`src/rtl/starfield_pkg.sv`:
```
// Shared types and constants for the starfield layer sequencer.
package starfield_pkg;

    typedef enum logic [2:0] {
        ST_OFF      = 3'd0,
        ST_STAGGER  = 3'd1,
        ST_FADE_IN  = 3'd2,
        ST_RUN      = 3'd3,
        ST_FADE_OUT = 3'd4
    } seq_state_t;

    typedef enum logic [1:0] {
        OP_NOP      = 2'd0,
        OP_START    = 2'd1,
        OP_STOP     = 2'd2,
        OP_SET_RATE = 2'd3
    } seq_op_t;

    localparam logic [3:0] GAIN_MAX = 4'd15;

endpackage

```
`src/rtl/starfield_seq_frame_step.sv`:
```
// Frame divider for gain fades: pulses step on every (rate+1)-th frame.
// Only present when STARFIELD_SEQ_FADE_EN is defined.
`ifdef STARFIELD_SEQ_FADE_EN
module frame_step #(
    parameter int RATEW = 4
) (
    input  logic             clk_pix,
    input  logic             rst,
    input  logic             frame,
    input  logic             clr,
    input  logic [RATEW-1:0] rate,
    output logic             step
);

    logic [RATEW-1:0] fcnt;

    // >= rather than == so a rate lowered below fcnt still steps next frame.
    assign step = frame && !clr && (fcnt >= rate);

    always_ff @(posedge clk_pix) begin
        if (rst || clr) begin
            fcnt <= '0;
        end else if (frame) begin
            fcnt <= step ? '0 : fcnt + 1'b1;
        end
    end

endmodule
`endif

```
`src/rtl/starfield_seq.sv`:
```
// Frame-synchronous sequencer: staggers layer resets and fades a shared gain.
// STARFIELD_SEQ_FADE_EN enables stepped fades; otherwise gain jumps 0<->15.
module starfield_seq
    import starfield_pkg::*;
#(
    parameter int LAYERS = 3,
    parameter int RATEW  = 4
) (
    input  logic              clk_pix,
    input  logic              rst,
    input  logic              frame,
    input  logic              cmd_valid,
    output logic              cmd_ready,
    input  logic [1:0]        cmd_op,
    input  logic [RATEW-1:0]  cmd_arg,
    output logic [LAYERS-1:0] layer_rst,
    output logic [LAYERS-1:0] layer_en,
    output logic [3:0]        gain,
    output logic              busy,
    output logic [2:0]        dbg_state
);

    // Handshake: a command transfers on any cycle with cmd_valid && cmd_ready;
    // START/STOP then occupy the single pending slot until the next frame.
    seq_state_t state;
    seq_op_t    pend_op;
    seq_op_t    op_in;
    logic       pend_v;
    logic [2:0] lidx;
    logic       accept;
    logic       fading;
    logic       op_hit;
    logic       step;
    logic [3:0] gain_step;
    logic [3:0] gain_nxt;

    assign op_in     = seq_op_t'(cmd_op);
    assign cmd_ready = !pend_v;
    assign accept    = cmd_valid && cmd_ready;
    assign layer_en  = ~layer_rst;
    assign dbg_state = state;

    always_comb begin
        fading = (state == ST_FADE_IN) || (state == ST_FADE_OUT);
        op_hit = frame && pend_v &&
                 (((pend_op == OP_START) && ((state == ST_OFF) || (state == ST_FADE_OUT))) ||
                  ((pend_op == OP_STOP)  && ((state == ST_STAGGER) || (state == ST_FADE_IN) ||
                                             (state == ST_RUN))));
    end

`ifdef STARFIELD_SEQ_FADE_EN
    logic [RATEW-1:0] rate;

    always_ff @(posedge clk_pix) begin
        if (rst) begin
            rate <= '0;
        end else if (accept && (op_in == OP_SET_RATE)) begin
            rate <= cmd_arg;
        end
    end

    // Counter is held clear outside fades and on every fade-direction change.
    frame_step #(.RATEW(RATEW)) u_frame_step (
        .clk_pix (clk_pix),
        .rst     (rst),
        .frame   (frame),
        .clr     (!fading || op_hit),
        .rate    (rate),
        .step    (step)
    );

    always_comb begin
        if (state == ST_FADE_IN) begin
            gain_step = (gain == GAIN_MAX) ? gain : gain + 4'd1;
        end else begin
            gain_step = (gain == 4'd0) ? gain : gain - 4'd1;
        end
    end
`else
    logic unused_arg;

    assign unused_arg = ^cmd_arg;
    assign step       = frame && fading && !op_hit;
    assign gain_step  = (state == ST_FADE_IN) ? GAIN_MAX : 4'd0;
`endif

    assign gain_nxt = step ? gain_step : gain;

    always_ff @(posedge clk_pix) begin
        if (rst) begin
            state     <= ST_OFF;
            layer_rst <= '1;
            gain      <= '0;
            busy      <= 1'b0;
            pend_v    <= 1'b0;
            pend_op   <= OP_NOP;
            lidx      <= '0;
        end else begin
            if (frame && pend_v) begin
                pend_v <= 1'b0;
            end else if (accept && ((op_in == OP_START) || (op_in == OP_STOP))) begin
                pend_v  <= 1'b1;
                pend_op <= op_in;
            end

            if (frame) begin
                if (op_hit) begin
                    case (state)
                        ST_OFF: begin
                            state        <= ST_STAGGER;
                            layer_rst[0] <= 1'b0;
                            lidx         <= 3'd1;
                            busy         <= 1'b1;
                        end
                        ST_STAGGER: begin
                            state     <= ST_OFF;
                            layer_rst <= '1;
                            busy      <= 1'b0;
                        end
                        ST_FADE_OUT: state <= ST_FADE_IN;
                        default: begin
                            state <= ST_FADE_OUT;
                            busy  <= 1'b1;
                        end
                    endcase
                end else begin
                    case (state)
                        ST_STAGGER: begin
                            for (int i = 0; i < LAYERS; i++) begin
                                if (int'(lidx) == i) layer_rst[i] <= 1'b0;
                            end
                            lidx <= lidx + 3'd1;
                            if (int'(lidx) >= LAYERS - 1) state <= ST_FADE_IN;
                        end
                        // Terminal checks look at the post-step gain of this frame.
                        ST_FADE_IN: begin
                            gain <= gain_nxt;
                            if (gain_nxt == GAIN_MAX) begin
                                state <= ST_RUN;
                                busy  <= 1'b0;
                            end
                        end
                        ST_FADE_OUT: begin
                            gain <= gain_nxt;
                            if (gain_nxt == 4'd0) begin
                                state     <= ST_OFF;
                                layer_rst <= '1;
                                busy      <= 1'b0;
                            end
                        end
                        default: ;
                    endcase
                end
            end
        end
    end

endmodule

```
`config.mk`:
```
export PLATFORM = sky130hd
export DESIGN_NAME = starfield_seq
export DESIGN_NICKNAME = d
export VERILOG_FILES = /design/src/rtl/starfield_pkg.sv /design/src/rtl/starfield_seq_frame_step.sv /design/src/rtl/starfield_seq.sv
export SDC_FILE = /design/constraint.sdc
export NUM_CORES = 1
export LEC_CHECK = 0
export ABC_AREA = 1
export BUFFER_PORTS_ARGS = -buffer_cell sky130_fd_sc_hd__buf_4
export CORE_AREA = 2 2 51 53
export CTS_CLUSTER_DIAMETER = 60
export DETAILED_ROUTE_END_ITERATION = 8
export DIE_AREA = 0 0 53 55
export GPL_TIMING_DRIVEN = 0
export PLACE_DENSITY = 0.83
export SYNTH_ARGS = -nofsm -noshare
export SYNTH_HDL_FRONTEND = slang
export SYNTH_SLANG_ARGS = --single-unit
```
`constraint.sdc`:
```
create_clock -name clk_pix -period 1.31 [get_ports clk_pix]
set_input_delay 0.0655 -clock clk_pix [delete_from_list [all_inputs] [get_ports clk_pix]]
set_output_delay 0.0655 -clock clk_pix [all_outputs]
set_load 0.01 [all_outputs]
```
==> results list, run 1 <==
* Result of the run: complete, but fails checks
- Violations in the final reports: negative setup slack
* Total count of max-transition violations in the final report: 0
- Combinational share of power: 42.7%
- In this run the deepest clock path goes through 2 buffers.
- After layout, the design draws a total of 0.001576 W.
- Clock tree synthesis inserted a total of 3 buffers.
- Slew @ Worst Pin: around 630 ps
* Type of the setup path with the least slack: reg -> reg
- Measured along the x axis, the die boundary spans roughly 53 um.
- Total global routing track utilization: 22.52%
* Main combinational cell family by area after synthesis: simple AND/OR/NAND/NOR gates
* Fin area: around 0.0016 sq mm
- Measured in cells, the most critical reg-to-reg path has a length of 7.
* Power density relative to cell area: just under 1000 mW/mm^2
- CTS tree: built
- In this run, synthesis inferred 0 flip-flops with an integrated enable.
* Die Y-Extent: 55 um
- Along the worst hold path, the cell count comes to 3.
- The synthesized design spends more area on one cell type than any other, namely sky130_fd_sc_hd__dfxtp_1.
- The detailed router finished its first iteration with 23 violations.
- CTS H-Tree Depth: 1
- Post-synthesis register bit count: 17
- Critical path launch point: dbg_state[1]$_SDFFE_PP0P_
* Part of the Yosys area used for sequential elements: 32.65%
- Net switching power: slightly below 0.0006 W
- After Yosys synthesis, full adders, half adders and majority gates account for 4.802% of the synthesized area.
* Pre-CTS setup slack: -205.3 ps
- Layout overhead on the synthesized area: 56.18%
* Vias in the first global route: 1094
- In this run the mean area of a mapped cell was 7.090 sq um.
- The repair_antennas step left the layout with diodes totalling 0.
- The min-delay analysis places its worst path in the category in -> reg.
- Of the total power, the share spent switching nets is 37.61%.
- Cells with a size suffix above 1 make up 50.00% of the layout.
- The later pin in the worst-skew pair is clocked with a latency of 300 ps.
- Dividing the final minimum period by the clock period gives 121.1%.
- Measured against its own limit, the worst slew margin works out to 57.99%.
* Count of nets after finishing: roughly 210
- Worst vdd rail ir drop: 0.0009051 V
* Data required time at the worst endpoint: around 1500 ps
- Yosys attributes the largest share of cell area to sky130_fd_sc_hd__dfxtp_1, sky130_fd_sc_hd__nand2_1, sky130_fd_sc_hd__inv_1, sky130_fd_sc_hd__nor2_1, sky130_fd_sc_hd__ha_1.
* Ports: 25
- Clock-pin slew was measured on the worst setup and hold paths at 100 ps.
- Yosys instantiated no cell more often than sky130_fd_sc_hd__nand2_1.
* Post-Route Utilization: 68.84%
- Entering global routing, the biggest net connects 11 pins.
- Critical path arrival: 1800 ps
* Number of vias per cell: 5.295
- Setup repair after global routing could not meet its margin everywhere.
* Summed instance area of the synthesized netlist: 0.001042 sq mm
- Area share of xor/xnor cells in the synthesized design: 0%
- Net Count, Synth: 161
- Adding up every negative setup slack in the final design gives -2310 ps.
- Along the worst path, the maximum fanout reaches 5.
- The first global-routing pass estimated 4767 um of wire.
- Once routing completed, OpenROAD measured the worst setup slack at -276.7 ps.
* Post-Synth Simple-Gate Area: 36.97%
* Count of unresolved DRC violations after routing: 0
- Cell internal power was estimated by the tool at 0.0009830 W.
- The worst setup path is captured at a flop.
- Sequential Power Share: 38.9%
* Std-Cell Rows: 18
- Max Cap Violations: 0
- Routed vias: 1186
- The clock arrives with 8.756 ps of skew.
* Fill count: 166
- Number of clock sinks: 17
* Compound-cell area share of the yosys netlist: between 10% and 20%
* Dpl hpwl: 1720 um
* Number of antenna violations at the first check in global routing: 0
- Once the floorplan was initialized, standard cells occupied 44.07% of the core.
* Most used flip-flop cell after synthesis: sky130_fd_sc_hd__dfxtp_1
- Counting flops with an async set or reset pin after synthesis yields a share of 0%.
- Synth cell count leaders: sky130_fd_sc_hd__nand2_1, sky130_fd_sc_hd__inv_1, sky130_fd_sc_hd__dfxtp_1
- Summed over all cells, the static leakage comes to 0.7698 nW.
- Fin. Hold Viols: 0
- Root buf cell: sky130_fd_sc_hd__clkbuf_4
- Number of library cell types mapped by synthesis: 29
* Crit path time final: ~1600 ps
- Maximum frequency from static timing analysis: 0.6303 GHz
- After detailed routing, the average wire length per cell comes to 14.54 um.
* Area of the placeable core: approximately 0.0024 sq mm
- Full die area: 0.002915 sq mm
- Antenna Violating Nets Remaining: 0
- Of the post-synthesis cell area, the dominant cell type holds 32.65%.
- Synthesis warning total: 0
* Cell count after synthesis: 147
* Launch point of the worst hold path: cmd_op[0]
- Final Wtd Congestion: 0.8929
- The total overflow left after global routing is 0.
- Startpoint types: flop
* Setup Viol. Count Final: 14
* Share of synthesized area spent on multiplexers: 0%
- The worst register-to-register path begins at dbg_state[1]$_SDFFE_PP0P_.
- The pre-antenna-repair detailed-routing pass consisted of 6 iterations.
- Routed wire length: 3256 um
- The clock network burns 18.4% of the power.
- Port Buffers: 19
- Placed cell area: 0.001254 sq mm
==> logic make-up after synthesis <==
logic type | after synthesis
and+or+nand+nor | 75
buffers and inverters | 27
AOI/OAI and AO/OA | 24
DFF | 17
adders and majority gates | 4
==> area by class of cell <==
class,instances,area (sq um),area share (%)
multi-input cells,103,748.2,45.96
plain buffers,1,3.754,0.2306
clock buffers,3,22.52,1.384
repair buffers,43,349.1,21.45
well taps,30,37.54,2.306
flip-flops and latches,17,354.1,21.75
inverters,26,107.6,6.610
clock inverters,1,5.005,0.3075
==> metrics by stage <==
| step | std cells | hold WS [ps] |
|---|---|---|
| global placement | 196 | 325.4 |
| finish | 224 | 34.45 |
| CTS | 216 | 40.58 |
| global route | 224 | 47.78 |
| floorplan | 147 | 211.3 |
| detailed placement | 196 | 341.1 |
==> power by group through the flow <==
stage	sequential, W	combinational [W]	clock (W)
global placement	0.000617	0.000418	0
global route	0.000618	0.000724	0.000311
detailed placement	0.000621	0.000425	0
floorplan	0.000629	0.000288	0
CTS	0.000610	0.000573	0.000284
finish	0.000613	0.000673	0.000289
==> cells in the final DEF (no fill, tap or decap), types with 3 or more instances in the layout <==
master | synthesis | final
sky130_fd_sc_hd__inv_4 | 0 | 4
sky130_fd_sc_hd__o21ai_2 | 3 | 5
sky130_fd_sc_hd__a21oi_1 | 9 | 5
sky130_fd_sc_hd__buf_6 | 0 | 7
sky130_fd_sc_hd__nand3_2 | 2 | 3
sky130_fd_sc_hd__inv_1 | 19 | 17
sky130_fd_sc_hd__a21oi_2 | 1 | 4
sky130_fd_sc_hd__ha_1 | 4 | 4
sky130_fd_sc_hd__nand2_1 | 36 | 35
sky130_fd_sc_hd__buf_4 | 0 | 36
sky130_fd_sc_hd__dfxtp_1 | 17 | 12
sky130_fd_sc_hd__dfxtp_4 | 0 | 3
sky130_fd_sc_hd__nor2_4 | 0 | 5
sky130_fd_sc_hd__nor2_1 | 14 | 11
sky130_fd_sc_hd__inv_2 | 7 | 5
sky130_fd_sc_hd__nor3_4 | 0 | 3
sky130_fd_sc_hd__nand2_4 | 3 | 6
sky130_fd_sc_hd__clkbuf_4 | 0 | 3
sky130_fd_sc_hd__nand3_1 | 6 | 4
==> worst max-delay path, stage by stage (launching register included) <==
cell,delay [ps]
sky130_fd_sc_hd__dfxtp_4,380
sky130_fd_sc_hd__buf_6,120
sky130_fd_sc_hd__nor3_4,260
sky130_fd_sc_hd__buf_6,150
sky130_fd_sc_hd__nand2_4,70
sky130_fd_sc_hd__o221ai_4,270
sky130_fd_sc_hd__nand2_1,120
sky130_fd_sc_hd__a21oi_2,130
==> metal layers <==
layer | up-vias | GRT usage [%] | wire, um
li1 | 567 | - | -
met2 | 45 | 41.67 | 1690
met1 | 564 | 25.21 | 1323
met3 | 10 | 4.570 | 160
met5 | - | 0 | 0
met4 | 0 | 9.402 | 80
==> final timing paths <==
check | to | slack [ps]
max | dbg_state[2]$_SDFFE_PP0P_ | -280
min | pend_op[0]$_SDFFE_PP0P_ | 30
max reg2reg | dbg_state[2]$_SDFFE_PP0P_ | -280
min reg2reg | busy$_SDFFE_PP0P_ | 480
==> state kept, by name, indices dropped and copies added, names as in the netlist <==
| signal | flops |
|---|---|
| pend_v | 1 |
| layer_rst | 3 |
| lidx | 3 |
| pend_op | 2 |
| busy | 1 |
| dbg_state | 3 |
| gain | 4 |
==> timing repair <==
item,CTS,global route
hold buffers,0,0
buffers inserted,16,9
pin swaps,18,16
endpoints found under the setup margin,10,14
resized for setup,26,15
Note: power is estimated with default switching activity, not from simulation.
==> run 2: changes to the inputs <==
--- a/config.mk
+++ b/config.mk
@@ -7,12 +7,14 @@
 export LEC_CHECK = 0
 export ABC_AREA = 1
 export BUFFER_PORTS_ARGS = -buffer_cell sky130_fd_sc_hd__buf_4
-export CORE_AREA = 2 2 51 53
+export CORE_AREA = 2 2 50 52
+export CTS_BUF_LIST = sky130_fd_sc_hd__clkbuf_8
 export CTS_CLUSTER_DIAMETER = 60
 export DETAILED_ROUTE_END_ITERATION = 8
-export DIE_AREA = 0 0 53 55
+export DIE_AREA = 0 0 52 54
 export GPL_TIMING_DRIVEN = 0
-export PLACE_DENSITY = 0.83
+export PLACE_DENSITY = 0.85
+export SLEW_MARGIN = 20
 export SYNTH_ARGS = -nofsm -noshare
 export SYNTH_HDL_FRONTEND = slang
 export SYNTH_SLANG_ARGS = --single-unit
==> run 2 against run 1 <==
Effect of this change:
- the run still ends with negative setup slack left
- die area down 3.7%
- combinational power about the same
- power up 7.3%
- setup slack better by 30 ps
- fmax is 1.9% higher
==> results list, run 2 (synthesis results as in run 1) <==
* Worst Hold Class: in -> reg (unchanged)
* Layout cell share with drive strength beyond 1: 49.74% (was 50.00%)
- The post-layout total power was 0.001690 W (was 0.001576 W).
- Critical register-to-register path endpoint: lidx[0]$_SDFFE_PP0P_ (was dbg_state[2]$_SDFFE_PP0P_)
- Count of nets after finishing: 204 (was 209)
* Routed length per instance: 15.00 um (was 14.54 um)
* Maximum frequency from static timing analysis: 0.6425 GHz (was 0.6303 GHz)
- The routed via count is 1158 (was 1186).
* Worst setup path end: lidx[0]$_SDFFE_PP0P_ (was dbg_state[2]$_SDFFE_PP0P_)
* Data required time at the worst endpoint: 1430 ps (was 1530 ps)
- The startpoint class of the critical path is a flop (unchanged).
* Number of hold-repair buffers added at the cts stage: 0 (unchanged)
- Max reg flops: 4 (unchanged)
* Most common cell after layout, fill and taps aside: sky130_fd_sc_hd__buf_4 (unchanged)
- Routed wire length: 3284 um (was 3256 um)
- The growth of design area from synthesis to finish is 55.94% (was 56.18%).
- Crit Reg-Reg Startpoint: dbg_state[0]$_SDFFE_PP0P_ (was dbg_state[1]$_SDFFE_PP0P_)
- The sum of net half-perimeters after detailed placement was 1735 um (was 1720 um).
* Root buf cell: sky130_fd_sc_hd__clkbuf_8 (was sky130_fd_sc_hd__clkbuf_4)
- The global-route total usage across every layer was 23.80% (was 22.52%).
- The clock tree from TritonCTS was built (unchanged).
* Result of the run: complete, but fails checks (unchanged)
* Final Wtd Congestion: 0.8737 (was 0.8929)
- The time the final worst path needs with I/O delays and setup came to 1556 ps (was 1587 ps).
* Number of clock sinks: 17 (unchanged)
- Initial core utilization: 44.93% (was 44.07%)
- Fill count: 157 (was 166)
- Setup Viol. Count Final: 12 (was 14)
* Fin crit share: 118.8% (was 121.1%)
- The source of the critical timing path is dbg_state[0]$_SDFFE_PP0P_ (was dbg_state[1]$_SDFFE_PP0P_).
- Max Cap Violations: 0 (unchanged)
- The overflow left after global routing was 0 (unchanged).
- Max Clock Skew: 3.378 ps (was 8.756 ps)
- Inserted Diodes: 0 (unchanged)
* Number of vias per cell: 5.288 (was 5.295)
- Post-CTS clock slew at the launch and capture registers of the worst setup and hold paths: 60 ps (was 100 ps)
- Area of the placeable core: 0.002320 sq mm (was 0.002365 sq mm)
- Violations in the final reports: negative setup slack (unchanged).
- The clock network latency to the later pin of the worst-skew pair came to 260 ps (was 300 ps).
- Unrepaired setup endpoints after global routing: true (unchanged).
- Cell Count Post-Placement: 196 (unchanged)
- Power density relative to cell area: 1040 mW/mm^2 (was 967.9 mW/mm^2)
* Std-Cell Rows: 18 (unchanged)
* Smallest setup slack after layout: -246.5 ps (was -276.7 ps)
* Port Buffers: 19 (unchanged)
- The number of CTS-inserted buffers is 3 (unchanged).
* Detailed-routing iteration count for the pre-antenna-repair pass: 4 (was 6)
- Lkg Pwr: 0.7704 nW (was 0.7698 nW)
* Number of antenna violations at the first check in global routing: 0 (unchanged)
- Post-Route Utilization: 70.06% (was 68.84%)
- The arrival time reported for the critical path endpoint was 1680 ps (was 1800 ps).
* Non-filler instance count after layout: 219 (was 224)
- Fin. Hold Viols: 0 (unchanged)
- The maximum buffer depth of the clock tree is 2 (unchanged).
- Total count of max-transition violations in the final report: 0 (unchanged)
- The tightest slew margin relative to the limit came to 62.36% (was 57.99%).
* Die Y-Extent: 54 um (was 55 um)
- Launch point of the worst hold path: cmd_op[0] (unchanged)
- Top library cells by usage in the layout, fill and taps aside: sky130_fd_sc_hd__buf_4, sky130_fd_sc_hd__nand2_1, sky130_fd_sc_hd__inv_1 (unchanged)
- The peak supply drop is 0.0007277 V (was 0.0009051 V).
- Die outline width: 52 um (was 53 um)
* Full die area: 0.002808 sq mm (was 0.002915 sq mm)
* Ports: 25 (unchanged)
- Count of unresolved DRC violations after routing: 0 (unchanged)
- Pin count of the biggest net entering global routing: 11 (unchanged)
- The slew at the pin closest to its max-slew limit is 564.6 ps (was 630.1 ps).
- Biggest fanout along the worst timing path: 5 (unchanged)
- The worst-case reg-to-reg path depth came to 9 (was 7).
- Multi-input gate area: 794.5 sq um (was 748.2 sq um)
- Antenna Violating Nets Remaining: 0 (unchanged)
- Kind of end point of the critical path: flop (unchanged)
- The setup slack of the most critical reg-to-reg path came to -250 ps (was -280 ps).
* CTS H-Tree Depth: 1 (unchanged)
- Type of the setup path with the least slack: reg -> reg (unchanged)
- Top reg by flops: gain (unchanged)
- Starting DRT DRC Count: 31 (was 23)
- The wire length of the first global-routing pass came to 4761 um (was 4767 um).
- The number of global-route vias before repair is 1066 (was 1094).
* Area of all sequential standard cells: 354.1 sq um (unchanged)
## run 2: layer usage
metal  vias to the layer above  global-route usage (%)  part of all wire, %
met1                       528                   24.67                   38
li1                        553                       -                    -
met5                         -                       0                    0
met4                         0                   18.42                  6.1
met3                        25                   5.833                  4.8
met2                        52                   41.35                   51
## run 2: critical path, stage by stage, from the launching register on
cell	delay (ps)
sky130_fd_sc_hd__dfxtp_4	410
sky130_fd_sc_hd__inv_6	60
sky130_fd_sc_hd__nand2_4	100
sky130_fd_sc_hd__nand3_4	110
sky130_fd_sc_hd__nand2_8	110
sky130_fd_sc_hd__nand4_1	200
sky130_fd_sc_hd__nand2_4	140
sky130_fd_sc_hd__nand2_4	80
sky130_fd_sc_hd__nor3_2	150
sky130_fd_sc_hd__a211oi_2	50
## run 2: through the flow
stage | cell area (sq um) | setup TNS (ps) | hold WS, ps | setup slack [ps]
6_report | 1625 | -2452 | 75.64 | -246.5
5_1_grt | 1625 | -3477 | 93.21 | -372.3
4_1_cts | 1521 | -1513 | 75.38 | -187.5
3_5_place_dp | 1254 | -1918 | 339.9 | -258.8
3_3_place_gp | 1254 | -1322 | 327.8 | -171.5
2_1_floorplan | 1074 | -325.7 | 211.3 | -55.15
## run 2: what timing repair did
item,in CTS,in global routing
pin swaps,14,7
setup endpoints to repair,14,14
setup buffers,12,6
resized for setup,24,15
cloned,1,0
## run 2: worst min path at each step
stage / end / slack, ps / depth (start not counted)
after detailed placement: pend_op[0]$_SDFFE_PP0P_ / 340 / 3
final: pend_op[0]$_SDFFE_PP0P_ / 80 / 3
after floorplan: pend_op[0]$_SDFFE_PP0P_ / 210 / 2
after global routing: pend_op[0]$_SDFFE_PP0P_ / 90 / 3
after global placement: pend_op[0]$_SDFFE_PP0P_ / 330 / 3
after CTS: pend_op[0]$_SDFFE_PP0P_ / 80 / 3
## run 2: cell type report
| type | count | share of cell area [%] |
|---|---|---|
| Multi-Input combinational cell | 104 | 48.88 |
| Clock buffer | 3 | 2.540 |
| Sequential cell | 17 | 21.79 |
| Clock inverter | 1 | 0.2309 |
| Inverter | 26 | 6.467 |
| Timing Repair Buffer | 37 | 17.55 |
| Tap cell | 30 | 2.309 |
| Buffer | 1 | 0.2309 |
## run 2: power by group
group	internal [W]	switching, W	total (W)
clock	0.000209	0.000191	0.000399
sequential	0.000564	0.0000537	0.000618
combinational	0.000296	0.000377	0.000673
total	0.00107	0.000621	0.00169
